[src/rtl/memops_pipe_if.sv]
// Wishbone-side bundle of the memory-stage load/store unit.
// One shared response channel serves both the global and the local bus;
// the unit raises cyc/stb on exactly one of them at a time.
interface memops_pipe_if #(
  parameter int XLEN = 32
);
  localparam int LGB = $clog2(XLEN/8);

  logic                o_wb_gbl_cyc;
  logic                o_wb_gbl_stb;
  logic                o_wb_lcl_cyc;
  logic                o_wb_lcl_stb;
  logic                o_wb_we;
  logic [XLEN-LGB-1:0] o_wb_addr;
  logic [XLEN-1:0]     o_wb_data;
  logic [XLEN/8-1:0]   o_wb_sel;
  logic                i_wb_stall;
  logic                i_wb_ack;
  logic                i_wb_err;
  logic [XLEN-1:0]     i_wb_data;

  modport master (
    output o_wb_gbl_cyc, o_wb_gbl_stb, o_wb_lcl_cyc, o_wb_lcl_stb,
    output o_wb_we, o_wb_addr, o_wb_data, o_wb_sel,
    input  i_wb_stall, i_wb_ack, i_wb_err, i_wb_data
  );

  modport slave (
    input  o_wb_gbl_cyc, o_wb_gbl_stb, o_wb_lcl_cyc, o_wb_lcl_stb,
    input  o_wb_we, o_wb_addr, o_wb_data, o_wb_sel,
    output i_wb_stall, i_wb_ack, i_wb_err, i_wb_data
  );
endinterface

[src/rtl/memops_pipe.sv]
// Pipelined Wishbone load/store unit for the memory stage.
// Accepts one request per cycle, keeps up to DEPTH accesses of one class
// (same bus, same direction) outstanding inside a single bus cycle, and
// returns extended load data in order with its destination register.
module memops_pipe #(
  parameter int              XLEN     = 32,
  parameter int              DEPTH    = 4,
  parameter logic [XLEN-1:0] LCL_MASK = 'hFF00_0000,
  parameter logic [XLEN-1:0] LCL_BASE = 'hFF00_0000
) (
  input  logic            i_clk,
  input  logic            i_reset_n,
  input  logic            i_ce,
  input  logic [3:0]      i_op,
  input  logic [XLEN-1:0] i_addr,
  input  logic [XLEN-1:0] i_data,
  input  logic [4:0]      i_wreg,
  output logic            o_busy,
  output logic            o_rdbusy,
  output logic            o_pipe_stalled,
  output logic            o_valid,
  output logic            o_err,
  output logic [4:0]      o_wreg,
  output logic [XLEN-1:0] o_result,
  memops_pipe_if.master   wb
);

  localparam int LGB  = $clog2(XLEN/8);
  localparam int AW   = XLEN - LGB;
  localparam int SELW = XLEN/8;
  localparam int PW   = $clog2(DEPTH);
  localparam int CW   = $clog2(DEPTH+1);
  localparam logic [PW:0] FULL = (PW+1)'(DEPTH);

  typedef enum logic {S_IDLE, S_BUS} state_t;

  // What the ack path needs to format a returning word.
  typedef struct packed {
    logic [4:0]     wreg;
    logic [2:0]     f3;
    logic [LGB-1:0] off;
  } req_t;

  state_t          state;
  logic            stb_r;
  logic            cur_lcl;
  logic            cur_we;
  logic [AW-1:0]   addr_r;
  logic [XLEN-1:0] data_r;
  logic [SELW-1:0] sel_r;
  logic [CW-1:0]   count;
  logic [PW:0]     wr_ptr;
  logic [PW:0]     rd_ptr;
  req_t            fifo_mem [DEPTH];

  logic            req_store;
  logic [2:0]      req_f3;
  logic            req_lcl;
  logic            req_legal;
  logic            req_misalign;
  logic            req_ok;
  logic [XLEN-1:0] st_data;
  logic [SELW-1:0] st_mask;
  logic [SELW-1:0] st_sel;
  logic [PW:0]     fill;
  logic            class_hit;
  logic            accept;
  logic            issue;
  logic            bad;
  logic            load_new;
  logic            stb_take;
  logic            ack_ok;
  logic [CW-1:0]   count_nx;
  req_t            head;
  logic [XLEN-1:0] ld_shift;
  logic [XLEN-1:0] ld_data;

  // Decode the incoming request: legality, alignment, target bus, store lanes.
  // NOTE: every signal assigned here gets a default first, so no path leaves
  // one unassigned and no latch is inferred.
  always_comb begin
    req_store    = i_op[3];
    req_f3       = i_op[2:0];
    req_lcl      = ((i_addr & LCL_MASK) == LCL_BASE);
    req_legal    = 1'b0;
    req_misalign = 1'b0;
    st_data      = i_data;
    st_mask      = '1;
    if (req_store) begin
      case (req_f3)
        3'b000, 3'b001, 3'b010: req_legal = 1'b1;
        3'b011:                 req_legal = (XLEN == 64);
        default:                req_legal = 1'b0;
      endcase
    end else begin
      case (req_f3)
        3'b000, 3'b001, 3'b010, 3'b100, 3'b101: req_legal = 1'b1;
        3'b011, 3'b110:                         req_legal = (XLEN == 64);
        default:                                req_legal = 1'b0;
      endcase
    end
    case (req_f3[1:0])
      2'd0: begin
        req_misalign = 1'b0;
        st_data      = {SELW{i_data[7:0]}};
        st_mask      = SELW'(1);
      end
      2'd1: begin
        req_misalign = i_addr[0];
        st_data      = {(XLEN/16){i_data[15:0]}};
        st_mask      = SELW'(3);
      end
      2'd2: begin
        req_misalign = |i_addr[1:0];
        st_data      = {(XLEN/32){i_data[31:0]}};
        st_mask      = SELW'(15);
      end
      default: begin
        req_misalign = |i_addr[2:0];
        st_data      = i_data;
        st_mask      = '1;
      end
    endcase
    st_sel = st_mask << i_addr[LGB-1:0];
    req_ok = req_legal && !req_misalign;
  end

  // Acceptance: inside an open cycle only same-class requests may join, and
  // only while the FIFO has room and the held strobe is not being stalled.
  always_comb begin
    fill      = wr_ptr - rd_ptr;
    class_hit = (req_lcl == cur_lcl) && (req_store == cur_we);
    o_pipe_stalled = (state == S_BUS) &&
                     ((fill == FULL) || (stb_r && wb.i_wb_stall) ||
                      (req_ok && !class_hit));
    accept   = i_ce && !o_pipe_stalled;
    issue    = accept && req_ok;
    bad      = accept && !req_ok;
    // A request accepted in the same cycle as a bus error belongs to the
    // failed cycle: it is dropped and covered by that cycle's error pulse.
    load_new = issue && !((state == S_BUS) && wb.i_wb_err);
    stb_take = stb_r && !wb.i_wb_stall;
    ack_ok   = (state == S_BUS) && wb.i_wb_ack && (count != '0);
    count_nx = count + CW'(stb_take) - CW'(ack_ok);
  end

  // Format the returning word using the oldest outstanding request.
  always_comb begin
    head     = fifo_mem[rd_ptr[PW-1:0]];
    ld_shift = wb.i_wb_data >> {head.off, 3'b000};
    ld_data  = ld_shift;
    case (head.f3)
      3'b000:  ld_data = XLEN'($signed(ld_shift[7:0]));
      3'b001:  ld_data = XLEN'($signed(ld_shift[15:0]));
      3'b010:  ld_data = XLEN'($signed(ld_shift[31:0]));
      3'b100:  ld_data = XLEN'(ld_shift[7:0]);
      3'b101:  ld_data = XLEN'(ld_shift[15:0]);
      3'b110:  ld_data = XLEN'(ld_shift[31:0]);
      default: ld_data = ld_shift;
    endcase
  end

  // Request FIFO storage: written on every issue, read at the head on ack.
  // NOTE: the storage array has no reset; the pointers alone define which
  // entries are live, so resetting the array would only add reset fan-out.
  always_ff @(posedge i_clk) begin
    if (load_new)
      fifo_mem[wr_ptr[PW-1:0]] <= '{wreg: i_wreg, f3: req_f3, off: i_addr[LGB-1:0]};
  end

  // Bus-cycle state machine with its registered strobes, counters and results.
  // NOTE: all state here updates with non-blocking assignments so every
  // branch sees the pre-edge values regardless of statement order.
  always_ff @(posedge i_clk or negedge i_reset_n) begin
    if (!i_reset_n) begin
      state    <= S_IDLE;
      stb_r    <= 1'b0;
      cur_lcl  <= 1'b0;
      cur_we   <= 1'b0;
      addr_r   <= '0;
      data_r   <= '0;
      sel_r    <= '0;
      count    <= '0;
      wr_ptr   <= '0;
      rd_ptr   <= '0;
      o_valid  <= 1'b0;
      o_err    <= 1'b0;
      o_wreg   <= '0;
      o_result <= '0;
    end else begin
      o_valid <= 1'b0;
      o_err   <= bad;
      case (state)
        S_IDLE: begin
          if (issue) begin
            state <= S_BUS;
            stb_r <= 1'b1;
          end
        end
        S_BUS: begin
          if (wb.i_wb_err) begin
            state  <= S_IDLE;
            stb_r  <= 1'b0;
            count  <= '0;
            rd_ptr <= wr_ptr;
            o_err  <= 1'b1;
          end else begin
            count <= count_nx;
            if (ack_ok) begin
              rd_ptr   <= rd_ptr + 1'b1;
              o_valid  <= !cur_we;
              o_result <= ld_data;
              o_wreg   <= head.wreg;
            end
            if (issue) begin
              stb_r <= 1'b1;
            end else begin
              if (stb_take)
                stb_r <= 1'b0;
              if ((count_nx == '0) && !(stb_r && wb.i_wb_stall))
                state <= S_IDLE;
            end
          end
        end
        default: state <= S_IDLE;
      endcase
      if (load_new) begin
        addr_r  <= i_addr[XLEN-1:LGB];
        data_r  <= st_data;
        sel_r   <= st_sel;
        cur_lcl <= req_lcl;
        cur_we  <= req_store;
        wr_ptr  <= wr_ptr + 1'b1;
      end
    end
  end

  assign o_busy          = (state == S_BUS);
  assign o_rdbusy        = o_busy && !cur_we;
  assign wb.o_wb_gbl_cyc = o_busy && !cur_lcl;
  assign wb.o_wb_gbl_stb = stb_r && !cur_lcl;
  assign wb.o_wb_lcl_cyc = o_busy && cur_lcl;
  assign wb.o_wb_lcl_stb = stb_r && cur_lcl;
  assign wb.o_wb_we      = cur_we;
  assign wb.o_wb_addr    = addr_r;
  assign wb.o_wb_data    = data_r;
  assign wb.o_wb_sel     = sel_r;

endmodule

[src/flat_wrapper.sv]
// flat-port wrapper written by rule: the top's interface ports become plain ports
module memops_pipe_flat 
#(
  parameter int              XLEN     = 32,
  parameter int              DEPTH    = 4,
  parameter logic [XLEN-1:0] LCL_MASK = 'hFF00_0000,
  parameter logic [XLEN-1:0] LCL_BASE = 'hFF00_0000
)
  (i_clk, i_reset_n, i_ce, i_op, i_addr, i_data, i_wreg, o_busy, o_rdbusy, o_pipe_stalled, o_valid, o_err, o_wreg, o_result, wb_o_wb_gbl_cyc, wb_o_wb_gbl_stb, wb_o_wb_lcl_cyc, wb_o_wb_lcl_stb, wb_o_wb_we, wb_o_wb_addr, wb_o_wb_data, wb_o_wb_sel, wb_i_wb_stall, wb_i_wb_ack, wb_i_wb_err, wb_i_wb_data);
  memops_pipe_if #(.XLEN(XLEN)) wb_i ();
  input  logic i_clk;
  input  logic i_reset_n;
  input  logic i_ce;
  input  logic [3:0] i_op;
  input  logic [XLEN-1:0] i_addr;
  input  logic [XLEN-1:0] i_data;
  input  logic [4:0] i_wreg;
  output logic o_busy;
  output logic o_rdbusy;
  output logic o_pipe_stalled;
  output logic o_valid;
  output logic o_err;
  output logic [4:0] o_wreg;
  output logic [XLEN-1:0] o_result;
  output wire logic [$bits(wb_i.o_wb_gbl_cyc)-1:0] wb_o_wb_gbl_cyc;
  output wire logic [$bits(wb_i.o_wb_gbl_stb)-1:0] wb_o_wb_gbl_stb;
  output wire logic [$bits(wb_i.o_wb_lcl_cyc)-1:0] wb_o_wb_lcl_cyc;
  output wire logic [$bits(wb_i.o_wb_lcl_stb)-1:0] wb_o_wb_lcl_stb;
  output wire logic [$bits(wb_i.o_wb_we)-1:0] wb_o_wb_we;
  output wire logic [$bits(wb_i.o_wb_addr)-1:0] wb_o_wb_addr;
  output wire logic [$bits(wb_i.o_wb_data)-1:0] wb_o_wb_data;
  output wire logic [$bits(wb_i.o_wb_sel)-1:0] wb_o_wb_sel;
  input wire logic [$bits(wb_i.i_wb_stall)-1:0] wb_i_wb_stall;
  input wire logic [$bits(wb_i.i_wb_ack)-1:0] wb_i_wb_ack;
  input wire logic [$bits(wb_i.i_wb_err)-1:0] wb_i_wb_err;
  input wire logic [$bits(wb_i.i_wb_data)-1:0] wb_i_wb_data;
  assign wb_o_wb_gbl_cyc = wb_i.o_wb_gbl_cyc;
  assign wb_o_wb_gbl_stb = wb_i.o_wb_gbl_stb;
  assign wb_o_wb_lcl_cyc = wb_i.o_wb_lcl_cyc;
  assign wb_o_wb_lcl_stb = wb_i.o_wb_lcl_stb;
  assign wb_o_wb_we = wb_i.o_wb_we;
  assign wb_o_wb_addr = wb_i.o_wb_addr;
  assign wb_o_wb_data = wb_i.o_wb_data;
  assign wb_o_wb_sel = wb_i.o_wb_sel;
  assign wb_i.i_wb_stall = wb_i_wb_stall;
  assign wb_i.i_wb_ack = wb_i_wb_ack;
  assign wb_i.i_wb_err = wb_i_wb_err;
  assign wb_i.i_wb_data = wb_i_wb_data;
  memops_pipe #(.XLEN(XLEN), .DEPTH(DEPTH), .LCL_MASK(LCL_MASK), .LCL_BASE(LCL_BASE)) u_core (.i_clk(i_clk), .i_reset_n(i_reset_n), .i_ce(i_ce), .i_op(i_op), .i_addr(i_addr), .i_data(i_data), .i_wreg(i_wreg), .o_busy(o_busy), .o_rdbusy(o_rdbusy), .o_pipe_stalled(o_pipe_stalled), .o_valid(o_valid), .o_err(o_err), .o_wreg(o_wreg), .o_result(o_result), .wb(wb_i));
endmodule
[config.mk]
export PLATFORM = sky130hd
export DESIGN_NAME = memops_pipe_flat
export DESIGN_NICKNAME = d
export VERILOG_FILES = /design/src/rtl/memops_pipe_if.sv /design/src/rtl/memops_pipe.sv /design/src/flat_wrapper.sv
export SDC_FILE = /design/constraint.sdc
export NUM_CORES = 1
export LEC_CHECK = 0
export BUFFER_PORTS_ARGS = -buffer_cell sky130_fd_sc_hd__buf_4
export CAP_MARGIN = 15
export CORE_MARGIN = 4
export CORE_UTILIZATION = 40
export CTS_CLUSTER_DIAMETER = 80
export DETAILED_ROUTE_END_ITERATION = 6
export PLACE_DENSITY = 0.77
export SLEW_MARGIN = 10
export SYNTH_ARGS = -nofsm -noshare
export SYNTH_HDL_FRONTEND = slang
export SYNTH_SLANG_ARGS = --single-unit
[constraint.sdc]
create_clock -name i_clk -period 2.4 [get_ports i_clk]
set_input_delay 0.36 -clock i_clk [delete_from_list [all_inputs] [get_ports i_clk]]
set_output_delay 0.36 -clock i_clk [all_outputs]
set_load 0.05 [all_outputs]
==> results of run 1 <==
-- kinds of logic (layout without fill, tap and decap cells) --
logic type,after synthesis,after routing,share of synthesized area (%)
buffers and inverters,44,312,2.93
adder cells (fa/ha/maj),10,10,1.83
XOR/XNOR,8,8,0.965
flip-flops,158,158,57.2
multiplexers,137,137,22.6
AO/OA/AOI/OAI,80,80,7.99
AND/OR/NAND/NOR,101,101,6.51
-- state kept, by name (all words and copies together) (netlist names) --
name,count
u_core.wb.o_wb_addr,30
u_core.wb.o_wb_data,32
u_core.wr_ptr,3
u_core.o_valid,1
u_core.wb.o_wb_we,1
u_core.o_wreg,5
u_core.cur_lcl,1
u_core.count,3
u_core.o_err,1
u_core.fifo_mem,40
u_core.o_result,32
u_core.rd_ptr,3
u_core.wb.o_wb_sel,4
u_core.stb_r,1
u_core.o_busy,1
-- power by group --
part	internal [W]	switching (W)	total, W
Combinational	0.00311	0.00527	0.00838
Sequential	0.00377	0.000579	0.00435
Clock	0.00174	0.00110	0.00284
Total	0.00862	0.00695	0.0156
-- how the worst min path moves through the flow --
stage                         start  slack, ps                               to  cells past startpoint
after floorplan           i_reset_n         60      u_core.count[0]$_DFFE_PN0P_                      0
after global placement    i_reset_n        400  u_core.o_result[30]$_DFFE_PN0P_                      1
after detailed placement  i_reset_n        400  u_core.o_result[30]$_DFFE_PN0P_                      1
after CTS                 i_wreg[3]        120  u_core.fifo_mem[1][8]$_DFFE_PP_                      1
after global routing      i_wreg[1]        110  u_core.fifo_mem[0][6]$_DFFE_PP_                      1
final                     i_wreg[3]        140  u_core.fifo_mem[1][8]$_DFFE_PP_                      1
-- what timing repair did --
action | CTS | global route
resized for setup | 7 | 15
setup buffers | 2 | 7
cloned | 0 | 0
setup endpoints to repair | 3 | 122
endpoints found under the hold margin | 39 | 0
hold buffers | 1 | 0
pin swaps | 2 | 9
-- cell type report --
cell class	count	area, um^2	area share (%)
clock buffers	18	429	4.21
clock inverters	14	191	1.88
inverters	11	41.3	0.405
multi-input cells	336	2990	29.3
flip-flops and latches	158	4160	40.7
well taps	229	287	2.81
repair buffers	269	2110	20.6
-- routing by layer --
metal | global-route usage (%) | vias to the layer above
li1 | - | 2493
met1 | 23.1 | 2586
met2 | 31.1 | 218
met3 | 8.54 | 12
met4 | 4.90 | 0
met5 | 0 | -
-- per-stage QoR --
stage	area [um^2]	power (W)
floorplan	7270	0.00984
global placement	9410	0.0124
detailed placement	9410	0.0125
CTS	10100	0.0155
global route	10200	0.0164
finish	10200	0.0156
-- cells in the final DEF, fill, tap and decap left out, types with 6 or more instances in the layout --
cell type  netlist  layout
edfxtp_1        40      40
a221o_2          7       7
mux4_2           6       6
o2bb2ai_1        7       7
inv_1           10      10
mux2_2         103     103
o21ai_0         27      25
nor2_1          19      18
ha_1             9       8
clkbuf_16        0      17
a21oi_1         12      12
buf_4            6     260
a221o_1         10      10
mux2i_1         24      24
nor2b_1         10       8
dfrtp_1        118     116
nand2_1         47      47
-- worst max-delay path: stages (launching register included) --
cell      delay, ps
dfrtp_1         370
buf_4           140
mux4_2          610
buf_8           210
nor3_1          200
a211o_1         180
a211oi_4         80
buf_12          160
a221o_2         300
==> out/metrics.csv, run 1 <==
metric,value,unit
outcome,completed,
relSlewSlack,59.9,%
critPathLaunch,u_core.rd_ptr[0]$_DFFE_PN0P_,
start_util,40.6,%
wl_per_cell,18.7,um
synth_fp_nets,659,
synth-seq-cells,158,
peakVddDrop,0.862,mV
cts_tree,built,
syn-cell-area,7260,um^2
finalSetupTns,0,ps
whs,141,ps
final_cells,1035,
synth_area_leader_cell,dfrtp_1,
ant_nets,0,
syn_area_per_cell,13.5,um^2
async_flop_share,74.7,%
filler_cell_count,1492,
criticalPathCategory,reg2reg,
grt_pass1_vias,5602,
fp.dieW,143,um
start_kind,register,
synthTopCellsByArea,"dfrtp_1 41%, edfxtp_1 17%, mux2_2 16%",
ys_warn_count,0,
ys_types,49,
dr_wl_met2,9520,um
clock_sink_count,158,
nets,914,
finClkSkew,16.3,ps
area_delta_synth_final,40.5,%
leakage,4.62,nW
min_path_type,in2reg,
fin_ws,2.84,ps
grt_start_max_net_pins,46,
route.met3.wl,2030,um
die_h,143,um
synth_edf_count,40,
antenna_found_initial,0,
ys.flop_type,dfrtp_1,
cp_max_fo,17,
synth_top_area_share,40.7,%
endpoint,u_core.o_result[19]$_DFFE_PN0P_,
dr.pass1.iters,4,
cts_buffers,17,
coreArea,17900,um^2
totalWireLength,19300,um
tightest_slew,595,ps
maxCapViolations,0,
period_minus_slack,2400,ps
track_usage,19.0,%
powerDensity,1530,nW/um^2
final-setup-viol-count,0,
io_buffers,223,
antenna-diode-count,0,
rrSetupSlack,3,ps
gp_congestion,0.794,
dp.cells,993,
vias,5309,
critPathArrivalTime,2700,ps
rsz0062_at_grt,yes,
grt_pass1_wl,30200,um
netlist_instances,538,
period_share,99.9,%
post-synth-top-count-cell,dfrtp_1,
clk_pin_slew,60,ps
routed_via_density,5.13,
cp-end-kind,register,
cts_htree_levels,4,
io_pins,224,
clk_path_buf_depth,2,
dp_hpwl,14100,um
clock_latency,430,ps
ys_seq_area_share,57.2,%
r2r_end,u_core.o_result[19]$_DFFE_PN0P_,
drive_gt1_share,54.2,%
hold_viol_final,0,
die_area,20400,um^2
finalMaxSlewViolations,0,
place_ws,4.21,ps
critPathRequiredTime,2700,ps
synth_commonest_cells,"118 x dfrtp_1, 103 x mux2_2, 47 x nand2_1",
cts_root_buffer,clkbuf_16,
final_core_util,57.0,%
drtIter0Drc,183,
reg2reg_depth,8,
globalRoute.totalOverflow,0,
top_layer,met4,
drc_errors,0,
num_rows,49,
rr_startpoint,u_core.rd_ptr[0]$_DFFE_PN0P_,
m1WireLength,7630,um
maxClockFrequency,0.417,GHz
(Power assumes the default switching activity.)
==> run 2: changes to the inputs <==
--- a/config.mk
+++ b/config.mk
@@ -7,12 +7,11 @@
 export LEC_CHECK = 0
 export BUFFER_PORTS_ARGS = -buffer_cell sky130_fd_sc_hd__buf_4
 export CAP_MARGIN = 15
-export CORE_MARGIN = 4
 export CORE_UTILIZATION = 40
 export CTS_CLUSTER_DIAMETER = 80
 export DETAILED_ROUTE_END_ITERATION = 6
 export PLACE_DENSITY = 0.77
-export SLEW_MARGIN = 10
+export SETUP_SLACK_MARGIN = 0.5
 export SYNTH_ARGS = -nofsm -noshare
 export SYNTH_HDL_FRONTEND = slang
 export SYNTH_SLANG_ARGS = --single-unit
==> run 2 against run 1 <==
Compared with the run above:
- clock power shrank 8.5%
- sequential share of layout area shrank 2.1 points
- non-clock buffer count grew 8
- register-to-register slack improved by 60 ps
- count of clock-buffer cells in the layout is 1 lower
- largest cell class unchanged
- highest routed layer unchanged
- global-route usage rose by 1.8 points
==> out/metrics.csv, run 2 (synthesis results as in run 1) <==
metric,value,unit
peakVddDrop,1.08,mV
grt_start_max_net_pins,65,
io_buffers,223,
final_core_util,61.3,%
min_path_type,in2reg,
cts_root_buffer,clkbuf_16,
drtIter0Drc,244,
slowest_stage,mux4_2,
drive_gt1_share,58.4,%
final-setup-viol-count,0,
cp_max_fo,8,
outcome,completed,
largest_register_ffs,40,
routed_via_density,5.24,
grt_pass1_wl,29000,um
fp.dieW,137,um
die_h,137,um
whs,129,ps
cts_htree_levels,4,
powerDensity,1500,nW/um^2
finClkSkew,12.4,ps
start_kind,register,
globalRoute.totalOverflow,0,
power,0.0161,W
nets,925,
dp.cells,985,
hold_viol_final,0,
wl_per_cell,18.5,um
maxCapViolations,0,
totalWireLength,19300,um
clk_path_buf_depth,2,
period_share,97.3,%
path_cells,"mux4_2, buf_4, nor3_1, a211o_1, a211oi_4, clkbuf_16, a221o_2",
track_usage,20.9,%
gp_congestion,0.809,
antenna_found_initial,0,
num_rows,48,
maxClockFrequency,0.428,GHz
dp_hpwl,13600,um
finalMaxSlewViolations,0,
cts_buffers,17,
die_area,18700,um^2
drc_errors,0,
rsz0062_at_grt,yes,
clock_sink_count,158,
max_stage_delay,650,ps
reg2reg_depth,7,
tightest_slew,583,ps
filler_cell_count,1391,
clock_latency,440,ps
coreArea,17500,um^2
clk_pin_slew,70,ps
period_minus_slack,2340,ps
dr.pass1.iters,4,
ant_nets,0,
relSlewSlack,60.7,%
final_cells,1042,
final_common_cell,buf_4,
whs_path_depth,1,
io_pins,224,
antenna-diode-count,0,
criticalPathCategory,reg2reg,
critPathArrivalTime,2650,ps
vias,5461,
start_util,41.4,%
cp-end-kind,register,
critPathRequiredTime,2710,ps
leakage,4.96,nW
final_cell_mix,"254 x buf_4, 115 x dfrtp_1, 71 x mux2_4",
grt_pass1_vias,5500,
area_delta_synth_final,48.0,%
cts_tree,built,
[run 2: cell types whose count changed in the layout (fill, tap and decap cells not counted), sizes merged]
cell and change:
bufinv -4, buf +6, and2 +3, clkinv -1, clkinvlp -4, clkbuf +1
inv +10
[run 2: path summary, 6_finish.rpt]
path | start | endpoint | slack [ps]
max | u_core.rd_ptr[0]$_DFFE_PN0P_ | u_core.o_result[21]$_DFFE_PN0P_ | 60
min | i_wreg[4] | u_core.fifo_mem[2][9]$_DFFE_PP_ | 130
max reg2reg | u_core.rd_ptr[0]$_DFFE_PN0P_ | u_core.o_result[21]$_DFFE_PN0P_ | 60
min reg2reg | u_core.o_wreg[4]$_DFFE_PN0P_ | u_core.o_wreg[4]$_DFFE_PN0P_ | 490
max in group asynchronous | i_reset_n | u_core.rd_ptr[0]$_DFFE_PN0P_ | 1550
min in group asynchronous | i_reset_n | u_core.o_wreg[4]$_DFFE_PN0P_ | 290
[run 2: where the power goes]
| group | internal, W | switching [W] | leakage, nW |
|---|---|---|---|
| combinational | 0.00365 | 0.00542 | 2.88 |
| clock | 0.00138 | 0.00122 | 0.281 |
| sequential | 0.00377 | 0.000657 | 1.79 |
| total | 0.00880 | 0.00730 | 4.96 |
[run 2: worst max-delay path, delay by kind of cell, from the launching register on]
family,cells,cell delay (ps)
buffers and inverters,2,370
AOI/OAI and AO/OA,3,600
and+or+nand+nor,1,190
muxes,1,650
DFF,1,410
[run 2: stage by stage]
stage / TNS [ps] / setup WS (ps) / area (um^2)
floorplan: 0 / 96.8 / 7670
global placement: 0 / 136 / 9760
detailed placement: 0 / 20.4 / 9760
CTS: 0 / 105 / 10500
global route: -179 / -56.8 / 10800
finish: 0 / 64.7 / 10800
[run 2: per-layer routing]
layer	vias to the layer above	global-route usage, %	routed length [um]
li1	2509	-	-
met1	2697	26.7	8190
met2	222	33.1	9150
met3	33	6.11	1510
met4	0	8.70	451
met5	-	0	0
[run 2: layout make-up]
type / instances / area, um^2 / area share (%)
multi-input cells: 339 / 3390 / 31.6
well taps: 225 / 282 / 2.62
inverters: 11 / 41.3 / 0.384
flip-flops and latches: 158 / 4160 / 38.7
repair buffers: 277 / 2310 / 21.5
clock buffers: 17 / 425 / 3.96
clock inverters: 15 / 139 / 1.29
[run 2: what timing repair did]
action                                  4_1_cts  5_1_grt
gates cloned                                  3        2
buffers inserted                             13        6
endpoints found under the setup margin      138      149
gates resized for setup                      17       30
hold buffers                                  1        0
pin swaps                                    11        8
hold endpoints to repair                     55        0
==> run 3: changes to the inputs <==
--- a/config.mk
+++ b/config.mk
@@ -5,6 +5,7 @@
 export SDC_FILE = /design/constraint.sdc
 export NUM_CORES = 1
 export LEC_CHECK = 0
+export ABC_AREA = 1
 export BUFFER_PORTS_ARGS = -buffer_cell sky130_fd_sc_hd__buf_4
 export CAP_MARGIN = 15
 export CORE_UTILIZATION = 40
==> run 3 against run 2 <==
Compared with the run above:
- total power increased by 11%
- synthesized cell count increased by 75%
- via count increased by 48%
- final area increased by 14%
- register-to-register slack improved by 90 ps
- clock power about the same
- non-clock buffer count increased by 50
- routed wire length increased by 41%
- sequential cell count unchanged
- fmax increased by 1.4%
- count of clock-buffer cells in the layout increased by 2
==> out/metrics.csv, run 3 <==
metric,value,unit
outcome,completed,
wl_per_cell,18.1,um
coreArea,19000,um^2
grt_start_max_net_pins,61,
rsz0062_at_grt,yes,
maxCapViolations,0,
synth_fp_nets,1063,
start_kind,register,
peakVddDrop,0.935,mV
rr_startpoint,u_core.wr_ptr[0]$_DFFE_PN0N_,
routed_via_density,5.37,
placedInstanceArea,9820,um^2
largest_register_ffs,40,
io_pins,224,
relSlewSlack,57.3,%
fp.dieW,142,um
synth_commonest_cells,"347 x nand2_1, 118 x dfrtp_1, 72 x nand4_1",
fin_area,12200,um^2
rrSetupSlack,150,ps
die_h,142,um
syn_area_per_cell,8.35,um^2
ant_nets,0,
antenna_found_initial,0,
netlist_instances,942,
critPathRequiredTime,2040,ps
dp.cells,1391,
io_buffers,223,
dr.pass1.iters,5,
synth_top_area_share,37.5,%
cts_htree_levels,4,
clock_sink_count,158,
cp_max_fo,4,
totalWireLength,27200,um
antenna-diode-count,0,
whs,135,ps
syn-cell-area,7860,um^2
drive_gt1_share,40.5,%
powerDensity,1460,nW/um^2
critPathArrivalTime,1940,ps
vias,8094,
finalMaxSlewViolations,0,
dp_hpwl,15500,um
clk_pin_slew,70,ps
maxClockFrequency,0.434,GHz
ys_types,34,
period_minus_slack,2300,ps
nets,1354,
cts_tree,built,
clock_latency,440,ps
ys_seq_area_share,52.8,%
hold_end,u_core.fifo_mem[1][7]$_DFFE_PP_,
finClkSkew,18.7,ps
place_ws,199,ps
cts_buffers,17,
drtIter0Drc,590,
ys.flop_type,dfrtp_1,
num_rows,50,
final_cell_mix,"298 x nand2_1, 262 x buf_4, 115 x dfrtp_1",
synthTopCellsByArea,"dfrtp_1 38%, nand2_1 17%, edfxtp_1 15%",
globalRoute.totalOverflow,0,
leakage,6.06,nW
post-synth-top-count-cell,nand2_1,
synth_edf_count,40,
whs_path_depth,1,
fin_ws,96.9,ps
min_path_type,in2reg,
drc_errors,0,
die_area,20200,um^2
finalSetupTns,0,ps
grt_pass1_vias,7518,
criticalPathCategory,reg2out,
cp-end-kind,primary output,
min_from,i_wreg[2],
gp_congestion,0.866,
reg2reg_depth,16,
r2r_end,u_core.wr_ptr[0]$_DFFE_PN0N_,
period_share,96.0,%
final-setup-viol-count,0,
hold_viol_final,0,
ys_warn_count,0,
clk_path_buf_depth,2,
grt_pass1_wl,38600,um
start_util,41.5,%
final_cells,1506,
area_delta_synth_final,55.4,%
synth_area_leader_cell,dfrtp_1,
cts_root_buffer,clkbuf_16,
tightest_slew,641,ps
final_common_cell,nand2_1,
async_flop_share,74.7,%
synth-seq-cells,158,
track_usage,24.5,%
run 3: timing repair:
item | 4_1_cts | 5_1_grt
endpoints found under the setup margin | 147 | 154
cloned | 13 | 13
hold buffers | 1 | 0
gates resized for setup | 52 | 154
buffers inserted | 27 | 29
pin swaps | 23 | 51
hold endpoints to repair | 32 | 0
run 3: layout make-up:
| type | count | area, um^2 |
|---|---|---|
| Clock buffer | 19 | 443 |
| Clock inverter | 13 | 125 |
| Fill cell | 1437 | 6730 |
| Inverter | 75 | 310 |
| Multi-Input combinational cell | 653 | 3660 |
| Sequential cell | 158 | 4160 |
| Tap cell | 260 | 325 |
| Timing Repair Buffer | 327 | 3190 |
| Timing Repair inverter | 1 | 7.51 |
run 3: how the worst max path moves through the flow:
stage | startpoint | endpoint | slack, ps | cells past startpoint
after floorplan | u_core.o_busy$_DFF_PN0_ | u_core.o_busy$_DFF_PN0_ | 120 | 14
after global routing | u_core.wr_ptr[0]$_DFFE_PN0N_ | o_pipe_stalled | 20 | 12
after detailed placement | u_core.wr_ptr[1]$_DFFE_PN0N_ | u_core.fifo_mem[2][8]$_DFFE_PP_ | 200 | 11
final | u_core.wr_ptr[0]$_DFFE_PN0N_ | o_pipe_stalled | 100 | 12
after CTS | u_core.rd_ptr[1]$_DFFE_PN0P_ | o_pipe_stalled | 250 | 12
after global placement | u_core.wr_ptr[1]$_DFFE_PN0N_ | u_core.fifo_mem[2][6]$_DFFE_PP_ | 240 | 11
run 3: report_power, final:
group	switching, W	total, W	leakage [nW]	internal [W]
sequential	0.000717	0.00447	1.84	0.00375
combinational	0.00688	0.0108	3.94	0.00392
clock	0.00121	0.00261	0.281	0.00140
run 3: cells by family after synthesis:
group           count (synthesis)  synth area share, %
compound gates                 99                 7.24
xor+xnor                        4                0.446
fa+ha+maj                      10                 1.69
buf+inv                       135                 7.80
flops                         158                 52.8
simple gates                  536                 30.0
run 3: layer usage:
layer / part of all wire [%] / track usage (%) / vias up
met4: 3.9 / 7.24 / 0
met2: 49 / 41.6 / 506
met1: 37 / 30.5 / 3799
li1: - / - / 3698
met5: 0 / 0 / -
met3: 10 / 6.83 / 91
run 3: worst max-delay path: stages (launching register included):
cell and delay [ps]:
dfrtp_1 400, inv_2 110, ha_4 140, inv_2 50, a21oi_2 120, nand2_1 70, nand3_1 80, nand2_1 60
inv_1 90, nand2_2 90, nand2_4 110, inv_2 40, buf_8 140
run 3: through the flow:
stage / power [W] / util [%]
3_3_place_gp: 0.0127 / 51.8
3_5_place_dp: 0.0129 / 51.8
4_1_cts: 0.0163 / 59.0
5_1_grt: 0.0188 / 64.5
2_1_floorplan: 0.0103 / -
6_report: 0.0179 / 64.5
